==> src/rtl/ring_counter_div.sv <==
// ring_counter_div: prescaled ring / Johnson counter for LED and scan-select drive.
// A programmable prescaler produces a step every div_val+1 enabled mclk cycles.
// Each step rotates the WIDTH-bit pattern in ring (one-hot) or Johnson mode,
// toward MSB (dir=0) or LSB (dir=1). Registered tick/wrap strobes follow each step.
// Optional feature macro: RC_SELFCORRECT_EN. When defined, illegal patterns are
// replaced by the start pattern at the next step and an err strobe is emitted.
module ring_counter_div #(
    parameter int WIDTH = 8,
    parameter int DIV_W = 24
) (
    input  logic             mclk,
    input  logic             rst,
    input  logic             en,
    input  logic             mode,
    input  logic             dir,
    input  logic [DIV_W-1:0] div_val,
    input  logic             load,
    input  logic [WIDTH-1:0] load_val,
    output logic [WIDTH-1:0] cnt,
    output logic             tick,
`ifdef RC_SELFCORRECT_EN
    output logic             err,
`endif
    output logic             wrap
);

    typedef enum logic {
        MODE_RING    = 1'b0,
        MODE_JOHNSON = 1'b1
    } mode_e;

    logic [DIV_W-1:0] pre_q, pre_d;
    mode_e            mode_q, mode_d;
    logic [WIDTH-1:0] cnt_d;
    logic             tick_d, wrap_d;
`ifdef RC_SELFCORRECT_EN
    logic             err_d;
`endif

    // Start pattern: the value a full cycle returns to, and the reset/mode-change target.
    function automatic logic [WIDTH-1:0] start_pattern(input mode_e m);
        return (m == MODE_JOHNSON) ? '0 : WIDTH'(1);
    endfunction

    // One rotation step; Johnson mode feeds back the inverted outgoing bit.
    function automatic logic [WIDTH-1:0] rotate(input logic [WIDTH-1:0] v,
                                                input mode_e m, input logic d);
        logic fb;
        if (d == 1'b0) begin
            fb = (m == MODE_JOHNSON) ? ~v[WIDTH-1] : v[WIDTH-1];
            return {v[WIDTH-2:0], fb};
        end
        fb = (m == MODE_JOHNSON) ? ~v[0] : v[0];
        return {fb, v[WIDTH-1:1]};
    endfunction

`ifdef RC_SELFCORRECT_EN
    // Ring is legal with exactly one bit set; Johnson is legal with at most one
    // boundary between adjacent bits (1..10..0, 0..01..1, all-0, all-1).
    function automatic logic is_illegal(input logic [WIDTH-1:0] v, input mode_e m);
        if (m == MODE_RING)
            return $countones(v) != 1;
        return $countones(v[WIDTH-2:0] ^ v[WIDTH-1:1]) > 1;
    endfunction
`endif

    // Next-state selection: load > mode change > step > hold.
    always_comb begin
        // NOTE: every output of this block gets a default first so no path leaves a latch.
        cnt_d  = cnt;
        pre_d  = pre_q;
        mode_d = mode_q;
        tick_d = 1'b0;
        wrap_d = 1'b0;
`ifdef RC_SELFCORRECT_EN
        err_d  = 1'b0;
`endif
        if (load) begin
            cnt_d  = load_val;
            pre_d  = '0;
            mode_d = mode_e'(mode);
        end else if (mode_e'(mode) != mode_q) begin
            cnt_d  = start_pattern(mode_e'(mode));
            pre_d  = '0;
            mode_d = mode_e'(mode);
        end else if (en) begin
            // >= compare: lowering div_val below the running count steps at once.
            if (pre_q >= div_val) begin
                pre_d  = '0;
                tick_d = 1'b1;
`ifdef RC_SELFCORRECT_EN
                if (is_illegal(cnt, mode_q)) begin
                    cnt_d = start_pattern(mode_q);
                    err_d = 1'b1;
                end else begin
                    cnt_d = rotate(cnt, mode_q, dir);
                end
`else
                cnt_d = rotate(cnt, mode_q, dir);
`endif
                wrap_d = (cnt_d == start_pattern(mode_q));
            end else begin
                pre_d = pre_q + DIV_W'(1);
            end
        end
    end

    // State and strobe registers with asynchronous reset.
    always_ff @(posedge mclk or posedge rst) begin
        if (rst) begin
            cnt    <= WIDTH'(1);
            pre_q  <= '0;
            mode_q <= MODE_RING;
            tick   <= 1'b0;
            wrap   <= 1'b0;
`ifdef RC_SELFCORRECT_EN
            err    <= 1'b0;
`endif
        end else begin
            // NOTE: non-blocking assignments so every register samples pre-edge values.
            cnt    <= cnt_d;
            pre_q  <= pre_d;
            mode_q <= mode_d;
            tick   <= tick_d;
            wrap   <= wrap_d;
`ifdef RC_SELFCORRECT_EN
            err    <= err_d;
`endif
        end
    end

endmodule

==> config.mk <==
export PLATFORM = sky130hd
export DESIGN_NAME = ring_counter_div
export DESIGN_NICKNAME = d
export VERILOG_FILES = /design/src/rtl/ring_counter_div.sv
export SDC_FILE = /design/constraint.sdc
export NUM_CORES = 1
export LEC_CHECK = 0
export CAP_MARGIN = 20
export CORE_MARGIN = 5
export CORE_UTILIZATION = 53
export DETAILED_ROUTE_END_ITERATION = 10
export GPL_TIMING_DRIVEN = 1
export PLACE_DENSITY = 0.92
export SLEW_MARGIN = 20
export SYNTH_ARGS = -nofsm -noshare
export SYNTH_HDL_FRONTEND = slang
export SYNTH_SLANG_ARGS = --single-unit
export TNS_END_PERCENT = 100
==> constraint.sdc <==
create_clock -name mclk -period 2.6 [get_ports mclk]
set_input_delay 0.52 -clock mclk [delete_from_list [all_inputs] [get_ports mclk]]
set_output_delay 0.52 -clock mclk [all_outputs]
set_load 0.1 [all_outputs]
Yosys cells after proc, flatten, opt, wreduce, memory -nomap -nowiden
Cells that the tools add are included.
Widths: inputs -> output; s select.
{"block": "totals", "reg_bits": 35, "inputBits": 38, "output_inout_bits": 10, "wordCells": 48}
{"block": "op_classes", "addsub": 1, "magnitude_cmp": 1, "n_eq_ne": 2, "mux": 33, "n_bitwise": 2, "n_reduce_logical": 4}
{"cell": "$mux 24", "n": 4}
{"cell": "$mux 8", "n": 10}
{"cell": "$add 24x1->24 const B", "n": 1}
{"cell": "$ge 24x24->1", "n": 1}
{"cell": "$mux 1", "n": 19}
{"cell": "$eq 8x1->1", "n": 1}
{"cell": "$reduce_bool 3->1", "n": 2}
{"cell": "$not 1->1", "n": 2}
{"cell": "$reduce_and 2->1", "n": 1}
{"cell": "$reduce_bool 2->1", "n": 1}
{"cell": "$ne 1x1->1", "n": 1}

Logic depth before layout (Yosys ltp)
Gate-level depths: netlist (run 1).
{"block": "depth", "word_depth": 15, "mapped_depth": 9, "mapped_depth_nobuf": 8}

Worst setup path before layout (run 1)
Ideal clock, no wire load.
{"block": "synth_timing", "kind": "in2reg", "from": "input div_val[0]", "to": "register cnt[1]", "setup_time_ns": 0.121, "arrival_ns": 2.161, "required_ns": 2.479, "slack_ns": 0.318, "cell_stages": 8, "cell_sequence": "ha_1 -> nand2b_1 -> a2111o_1 -> a31oi_4 -> o211a_4 -> a21oi_4 -> buf_6 -> o22a_1"}
{"block": "synth_via", "elab_chain_len": 3}
{"element": "from (decl)", "line": "16", "text": "input logic [DIV_W-1:0] div_val,"}
{"element": "$ge 24x24->1", "line": "88", "text": "if (pre_q >= div_val) begin"}
{"element": "$reduce_bool 3->1 (no line)"}
{"element": "$reduce_and 2->1 (no line)"}
{"element": "to (signal assigned)", "line": "121", "text": "cnt <= cnt_d;"}
{"element": "to (decl)", "line": "19", "text": "output logic [WIDTH-1:0] cnt,"}
Every way passes these cells.
A chain may end at the register's enable or synchronous reset.

Worst setup path after layout (run 1)
{"block": "layout_timing", "from": "input div_val[22]", "to": "register cnt[7]"}
The elaborated chain is that of the path after synthesis.

==> results of run 1 <==
## sequential cells by signal (all words and copies together) (netlist names)
signal  count
wrap        1
cnt         8
tick        1
mode_q      1
pre_q      24
## logic make-up after synthesis
group | Yosys count | share of synthesized area
AND/OR/NAND/NOR | 104 | 0.219
AO/OA/AOI/OAI | 55 | 0.170
buffers and inverters | 43 | 0.0702
flip-flops | 35 | 0.337
adder cells (fa/ha/maj) | 25 | 0.120
XOR/XNOR | 17 | 0.0572
multiplexers | 7 | 0.0269
## per-layer routing
metal	vias up	track usage
met1	1121	0.247
met2	87	0.345
met3	16	0.0493
li1	1139	-
met5	-	0
met4	0	0.0608
## worst paths after layout
check                      slack [ns]            startpoint            endpoint
max                              0.05           div_val[22]  cnt[7]$_DFFE_PP0P_
min                              0.51    cnt[0]$_DFFE_PP1P_  cnt[0]$_DFFE_PP1P_
max reg2reg                      0.24  pre_q[0]$_DFFE_PP0P_  cnt[7]$_DFFE_PP0P_
min reg2reg                      0.51    cnt[0]$_DFFE_PP1P_  cnt[0]$_DFFE_PP1P_
max in group asynchronous        1.64                   rst  cnt[0]$_DFFE_PP1P_
min in group asynchronous        0.62                   rst  cnt[3]$_DFFE_PP0P_
## area by class of cell
| class | count | share of cell area |
|---|---|---|
| multi-input cells | 208 | 0.467 |
| well taps | 67 | 0.0245 |
| clock inverters | 2 | 0.0176 |
| inverters | 32 | 0.0351 |
| flip-flops and latches | 35 | 0.256 |
| repair buffers | 67 | 0.178 |
| clock buffers | 6 | 0.0212 |
## worst max-delay path: stages
cell	delay [ns]
clkdlybuf4s50_1	0.46
inv_1	0.04
ha_1	0.33
nand4_4	0.11
nor4_4	0.34
nand2_1	0.12
buf_4	0.15
o211ai_2	0.22
buf_6	0.16
a31oi_1	0.10
o22a_1	0.17
## synthesized netlist by cell type, types with 3 or more instances
library cell	count	share of area
and3_1	3	0.0072
o22a_1	7	0.024
clkbuf_1	5	0.0072
buf_4	3	0.0086
xnor2_1	4	0.013
a21oi_1	13	0.025
a31oi_1	10	0.024
nor3_1	4	0.0077
nand2b_1	5	0.012
nand2_1	26	0.037
o311ai_2	5	0.031
inv_1	32	0.046
and2_1	8	0.019
o21ai_0	8	0.015
dfrtp_1	34	0.33
xor2_1	13	0.044
nor2_1	23	0.033
nand3_1	11	0.021
ha_1	25	0.12
mux2i_1	7	0.027
nand4_1	11	0.026
## through the flow
step	hold slack, ns	setup slack (ns)	power (mW)	TNS, ns	cells
floorplan	0.509	0.318	0.848	0	286
global placement	0.491	-0.243	0.962	-5.62	408
detailed placement	0.499	-0.268	0.971	-6.75	408
CTS	0.511	0.00902	1.56	0	416
global route	0.537	-0.0528	1.62	-0.194	417
finish	0.511	0.0488	1.56	0	417
## repair_timing
action	CTS	global route
gates resized for setup	0	11
setup endpoints to repair	0	33
setup buffers	0	1
## power groups by stage
stage | Clock [mW] | Sequential (mW) | Combinational, mW
finish | 0.587 | 0.595 | 0.382
global route | 0.613 | 0.599 | 0.409
CTS | 0.591 | 0.594 | 0.371
detailed placement | 0 | 0.604 | 0.368
global placement | 0 | 0.603 | 0.359
floorplan | 0 | 0.715 | 0.133
==> results.md, run 1 <==
* Synthesized area per cell at 9.10 um2
* Worst Setup End Kind: flip-flop
* Worst hold stages at 2
* Slew margin rel. at 0.580
* Fin area at 3420 um2
* Hold/Removal Path Class: reg -> reg
* Synthesized area at 2600 um2
* Proportion of layout cells with a drive suffix above 1 at 0.166
* Most frequent cells in the layout: 37 x clkdlybuf4s50_1, 34 x dfrtp_1, 32 x inv_1
* Reg clk slew, reported paths at 0.07 ns
* Switching power at 474 uW
* Required time worst endpoint at 2.78 ns
* Sw Ratio at 0.303
* Hold_buf cts at 0
* Via count at 2,363
* Initial antenna violation count at 0
* P per Cell Area at 457 nW/um2
* Status: completed
* # Max-Cap Violations at 0
* Synthesis Warnings at 0
* Final core utilization at 0.720
* Layout area overhead at 31.4%
* Register area at 877 um2
* Final WL at 6430 um
* Clock Power Share at 0.375
* Clk sinks at 35
* Final Max Tran Viols at 0
* Met2 wire length at 3300 um
* Area after DPL at 3210 um2
* Initial drt markers at 160
* Final hold viol count at 0
* Sequential power share at 0.381
* Initial core utilization at 0.548
* Final setup viols at 0
* Uppermost layer routed: met4
* CTS root buf: clkbuf_8
* # nets final at 412
* Critical Path Source Type: input port
* Max clock buf depth at 2
* Syn_nets at 349
* CTS tree: done
* Core area at 4750 um2
* # rows at 25
* Die Y at 80.1 um
* Syn Inst Count at 286
* FF-to-FF path depth at 10
* Crit share post-route at 0.981
* Die extent in x at 80.1 um
* Peak VDD IR at 0.000386 V
* Die area at 6410 um2
* Pin count of the biggest net entering global routing at 36
* EDFF count, synth at 0
* Vias per inst at 5.67
* Global-route wire length before repair at 10,300 um
* Congestion Overflow GR at 0
* Slew @ Worst Pin at 0.628 ns
* Clk Latency, worst-skew pair at 0.29 ns
* Post-DRT Antenna Nets at 0
* TritonCTS Buffers at 5
* Main flop type after synthesis: dfrtp_1
* DRC Markers at 0
* Post-synthesis sequential area ratio at 0.337
* Skew final at 0.00642 ns
* GRT Total Usage at 0.201
* Metal3 WL at 403 um
* Antenna diodes at 0
* Worst Path Arrival at 2.74 ns
* First-pass detailed-route iteration total at 4
* Ports at 48
* CP Class: in -> reg
* Yosys cell types at 45
* Leakage at 1.57 nW
* Routed len/inst at 15.4 um
* Achievable Freq at 0.392 GHz
* Htree depth at 2
* Met1 wire length at 2590 um
* Most common cell after layout, fill and taps aside: clkdlybuf4s50_1
* CP max FO at 7
* Ys async rst share at 1.00
* DP HPWL at 4600 um
* Filler cell count at 352
* Placer Congestion at 0.850
* Final min period at 2.55 ns
* Gate power share at 0.244
* # port buffers at 47
* FF+latch count, synth at 35
* Area of the multi-input gates at 1600 um2
* Vias in the first global route at 2,435
* P_int at 1.09 mW
(Power assumes the default switching activity.)
==> run 2, diff against run 1 <==
- ABC_AREA: not set -> 1
- PLACE_DENSITY: 0.92 -> 0.91
==> run 2 against run 1 <==
Design area shrank 2.5%. Flip-flop and latch count did not move. First-iteration DRC count up 64%. Critical path depth up 1. Die area increased by 4.0%. Via count increased by 13%. Count of clock-buffer cells in the layout up 1. Clock power fell by 35%. Maximum frequency grew 11%.
==> results.md, run 2 <==
* Status: completed
* Most common cell after layout, fill and taps aside: nand2_1
* Core area at 5040 um2
* Main flop type after synthesis: dfrtp_1
* RSZ-0062 raised after global routing: false
* Pin count of the biggest net entering global routing at 36
* Global-route wire length before repair at 11,200 um
* # rows at 26
* Initial antenna violation count at 0
* Required time worst endpoint at 2.81 ns
* Tot Pwr at 1.36 mW
* Flop2flop setup slack at 0.56 ns
* Final core utilization at 0.662
* Number of flip-flops under the largest register name at 24
* Vias in the first global route at 2,738
* Ys async rst share at 1.00
* Routed len/inst at 12.7 um
* # port buffers at 47
* Clk Latency, worst-skew pair at 0.29 ns
* Die Y at 81.7 um
* Die extent in x at 81.7 um
* Top-count cell post-synth: nand2_1
* Synthesis Warnings at 0
* Hold slack at 0.502 ns
* Final WL at 6460 um
* R2r startpoint: pre_q[15]$_DFFE_PP0P_
* Top reg by flops: pre_q
* Critical Path Source Type: input port
* Peak VDD IR at 0.000395 V
* Post-synthesis sequential area ratio at 0.322
* CP Class: in -> reg
* FF-to-FF path depth at 10
* Initial core utilization at 0.540
* Final hold viol count at 0
* CTS root buf: clkbuf_8
* Clk sinks at 35
* Synthesized area at 2720 um2
* Post-place setup slack at 0.0525 ns
* Post-route setup slack at 0.302 ns
* # Max-Cap Violations at 0
* Top cell type's share of synthesized area at 0.313
* Top cells by count, synth: 115 x nand2_1, 58 x inv_1, 44 x nor2_1
* EDFF count, synth at 0
* CP max FO at 21
* Post-CTS Setup Inserts at 0
* Reg clk slew, reported paths at 0.07 ns
* P per Cell Area at 408 nW/um2
* Die area at 6670 um2
* Hold_buf cts at 0
* Final min period at 2.30 ns
* Slew @ Worst Pin at 0.436 ns
* Max clock buf depth at 2
* Slew margin rel. at 0.709
* DRC Markers at 0
* Area of the multi-input gates at 1570 um2
* Yosys cell types at 31
* GRT Total Usage at 0.212
* # nets final at 502
* First-pass detailed-route iteration total at 5
* Htree depth at 2
* Worst hold stages at 2
* Antenna diodes at 0
* Register area at 877 um2
* Placer Congestion at 0.937
* WHS Endpoint: cnt[0]$_DFFE_PP1P_
* Largest regs: pre_q (24), cnt (8)
* Final setup viols at 0
* Reg-to-reg endpoint: pre_q[7]$_DFFE_PP0P_
* Finished Layout Cells at 510
* Initial drt markers at 262
* Setup_tns at 0 ns
* Proportion of layout cells with a drive suffix above 1 at 0.0909
* Crit share post-route at 0.884
* Most frequent cells in the layout: 115 x nand2_1, 58 x inv_1, 44 x nor2_1
* Synthesized area per cell at 7.02 um2
* Fin area at 3340 um2
* Total placed cells including tap cells at 502
* Post-DRT Antenna Nets at 0
* Hold/Removal Path Class: reg -> reg
* Cell accounting for the most synthesized area: dfrtp_1
* Worst Path Arrival at 2.51 ns
* Congestion Overflow GR at 0
* Via count at 2,662
* Worst Setup End Kind: flip-flop
* Leakage at 1.72 nW
* Filler cell count at 419
* Area after DPL at 3250 um2
* TritonCTS Buffers at 5
* FF+latch count, synth at 35
* Syn Inst Count at 388
* Final Max Tran Viols at 0
* Hold_sp: cnt[0]$_DFFE_PP1P_
* Achievable Freq at 0.435 GHz
* Ports at 48
* Skew final at 0.00320 ns
* Layout area overhead at 22.5%
* DP HPWL at 5170 um
* Post-cts sizing count at 0
* Syn_nets at 451
* CTS tree: done
* Area contributors post-synth: dfrtp_1 31%, nand2_1 16%, ha_1 11%
* Vias per inst at 5.22
-- run 2: layout make-up --
type,instances,share of cell area
inverters,59,0.0664
flip-flops and latches,35,0.263
multi-input cells,286,0.471
repair buffers,52,0.149
clock buffers,7,0.0229
well taps,70,0.0263
clock inverters,1,0.00150
-- run 2: metal layers --
layer | GRT usage | share of wire
met1 | 0.242 | 0.41
met2 | 0.404 | 0.51
met3 | 0.0373 | 0.065
met4 | 0.0565 | 0.011
met5 | 0 | 0
-- run 2: worst max-delay path: stages --
cell	delay, ns
clkdlybuf4s50_1	0.46
inv_1	0.04
ha_1	0.30
a21o_1	0.19
nor2_1	0.10
nand2_1	0.08
a21oi_1	0.21
nand2_1	0.15
nand2_1	0.09
nand2_1	0.08
buf_12	0.17
nor2_1	0.12
-- run 2: kinds of logic (layout without fill, tap and decap cells) --
family,after synthesis,after routing,share of synthesized area
AOI/OAI and AO/OA,30,30,0.0666
xor gates and xnor gates,13,13,0.0418
adders and majority gates,25,25,0.115
buffers and inverters,67,119,0.100
DFF,35,35,0.322
muxes,1,1,0.00368
and+or+nand+nor,217,217,0.351
-- run 2: how the worst max path moves through the flow --
stage           startpoint                     to  slack (ns)  cells past startpoint
5_1_grt        div_val[17]  pre_q[23]$_DFFE_PP0P_        0.13                     15
2_1_floorplan  div_val[23]     cnt[7]$_DFFE_PP0P_        0.73                     10
6_report       div_val[23]   pre_q[7]$_DFFE_PP0P_        0.30                     12
3_5_place_dp   div_val[23]  pre_q[11]$_DFFE_PP0P_        0.05                     13
3_3_place_gp   div_val[23]  pre_q[20]$_DFFE_PP0P_        0.15                     13
4_1_cts        div_val[23]   pre_q[7]$_DFFE_PP0P_        0.31                     12
-- run 2: power by group --
part / internal [mW] / switching (mW)
combinational: 0.131 / 0.254
sequential: 0.566 / 0.0267
clock: 0.188 / 0.194
total: 0.885 / 0.475
==> run 3, diff against run 2 <==
- REMOVE_ABC_BUFFERS: not set -> 1
==> run 3 against run 2 <==
Worst setup slack improved by 0.028 ns. Die area stayed put. Total power is 9.0% higher. Routed wire length is 5.7% lower. Count of clock-buffer cells in the layout decreased by 1. First-iteration DRC count shrank 23%. Critical path type unchanged.
==> results.md, run 3 (same netlist as run 2, synthesis figures left out) <==
* Worst Setup End Kind: flip-flop
* Antenna diodes at 0
* Initial antenna violation count at 0
* Post-route setup slack at 0.329 ns
* Initial drt markers at 202
* Placer Congestion at 0.885
* Post-CTS Setup Inserts at 0
* # port buffers at 47
* Global-route wire length before repair at 10,800 um
* CTS root buf: clkbuf_8
* Post-place setup slack at 0.0497 ns
* Post-cts sizing count at 0
* R2r startpoint: pre_q[9]$_DFFE_PP0P_
* Most common cell after layout, fill and taps aside: nand2_1
* Most frequent cells in the layout: 115 x nand2_1, 58 x inv_1, 44 x nor2_1
* Setup crit end: pre_q[20]$_DFFE_PP0P_
* Crit share post-route at 0.873
* Register area at 877 um2
* Final min period at 2.27 ns
* RSZ-0062 raised after global routing: false
* Reg-to-reg endpoint: pre_q[20]$_DFFE_PP0P_
* P per Cell Area at 438 nW/um2
* Achievable Freq at 0.440 GHz
* Delay-heaviest family, CP: buffers and inverters
* DP HPWL at 4910 um
* Vias in the first global route at 2,594
* Post-DRT Antenna Nets at 0
* Vias per inst at 5.16
* CTS tree: done
* Required time worst endpoint at 2.82 ns
* Die extent in x at 81.7 um
* DRC Markers at 0
* TritonCTS Buffers at 5
* Peak VDD IR at 0.000419 V
* FF-to-FF path depth at 13
* Congestion Overflow GR at 0
* Critical Path Source Type: input port
* Leakage at 1.75 nW
* Most used cell, CP: nand2_1
* CP max FO at 21
* Status: completed
* Clk Latency, worst-skew pair at 0.29 ns
* Hold/Removal Path Class: reg -> reg
* Core area at 5040 um2
* Final setup viols at 0
* Flop2flop setup slack at 0.60 ns
* # Max-Cap Violations at 0
* First-pass detailed-route iteration total at 4
* Die Y at 81.7 um
* Via count at 2,640
* Skew final at 0.0103 ns
* Tot Pwr at 1.48 mW
* Ports at 48
* Initial core utilization at 0.540
* Pin count of the biggest net entering global routing at 36
* Slowest CP cell: clkdlybuf4s50_1
* # nets final at 504
* Critical path launch point: div_val[21]
* Top reg by flops: pre_q
* Htree depth at 2
* CP Depth at 13
* # rows at 26
* Slew @ Worst Pin at 0.426 ns
* Final hold viol count at 0
* Setup_tns at 0 ns
* Clk sinks at 35
* Slew margin rel. at 0.716
* GRT Total Usage at 0.203
* Proportion of layout cells with a drive suffix above 1 at 0.0995
* CP Class: in -> reg
* Largest regs: pre_q (24), cnt (8)
* Hold_buf cts at 0
* Routed len/inst at 11.9 um
* Layout area overhead at 24.4%
* Area of the multi-input gates at 1570 um2
* Worst Path Arrival at 2.49 ns
* Worst Path Buf+Inv at 3
* Filler cell count at 415
* Crit path largest cell delay at 0.45 ns
* Final WL at 6090 um
* Max clock buf depth at 2
* Die area at 6670 um2
* Reg clk slew, reported paths at 0.07 ns
* Number of flip-flops under the largest register name at 24
* Final Max Tran Viols at 0
* Crit-path cells: clkdlybuf4s50_1 -> inv_1 -> ha_1 -> a21oi_1 -> nor2_1 -> nor2_1 -> nand2_1 -> a21oi_1 -> nand2_1 -> nand2_1 -> nand2_1 -> buf_12 -> nor2_1
==> run 3: cell count changes in the layout (fill, tap and decap cells not counted) <==
cell,previous run,this run
buf_4,14,16
bufinv_16,0,1
clkbuf_8,5,6
clkbuf_1,2,0
==> run 3: how the worst min path moves through the flow <==
stage                         startpoint              endpoint  depth (start not counted)
detailed placement    cnt[0]$_DFFE_PP1P_    cnt[0]$_DFFE_PP1P_                          2
finish                cnt[2]$_DFFE_PP0P_    cnt[2]$_DFFE_PP0P_                          2
global route          cnt[0]$_DFFE_PP1P_    cnt[0]$_DFFE_PP1P_                          2
global placement      cnt[0]$_DFFE_PP1P_    cnt[0]$_DFFE_PP1P_                          2
floorplan           pre_q[1]$_DFFE_PP0P_  pre_q[1]$_DFFE_PP0P_                          2
CTS                   cnt[2]$_DFFE_PP0P_    cnt[2]$_DFFE_PP0P_                          2
==> run 3: power by group <==
part	total, mW	internal [mW]	switching [mW]
Combinational	0.384	0.131	0.253
Sequential	0.593	0.566	0.0265
Clock	0.505	0.310	0.195
Total	1.48	1.01	0.474
==> run 3: worst register-to-register path, cell delays in order (launching register included) <==
cell	delay, ns
dfrtp_1	0.46
ha_1	0.34
nand2_1	0.07
nand2_1	0.04
nand2_1	0.05
nand2_1	0.05
nand2_1	0.06
nand2_1	0.05
a21oi_1	0.23
nand2_1	0.15
nand2_1	0.08
nand2_1	0.08
buf_12	0.16
nor2_1	0.11
==> run 3: stage by stage <==
stage          cell area (um2)  hold slack (ns)  std cells  utilization
2_1_floorplan             2670            0.519        380            -
3_3_place_gp              3270            0.491        504        0.648
3_5_place_dp              3270            0.489        504        0.648
4_1_cts                   3390            0.510        512        0.672
5_1_grt                   3390            0.536        512        0.672
6_report                  3390            0.502        512        0.672
==> run 3: area by class of cell <==
cell class,instances,share of cell area
multi-input combinational,286,0.464
sequential,35,0.259
timing repair buffer,54,0.151
inverter,59,0.0654
tap,70,0.0259
clock buffer,6,0.0244
clock inverter,2,0.0103
==> run 3: routing by layer <==
metal / up-vias / share of wire / GRT usage
li1: 1330 / - / -
met1: 1211 / 0.41 / 0.248
met2: 87 / 0.49 / 0.353
met3: 12 / 0.074 / 0.0373
met4: 0 / 0.018 / 0.0781
met5: - / 0 / 0
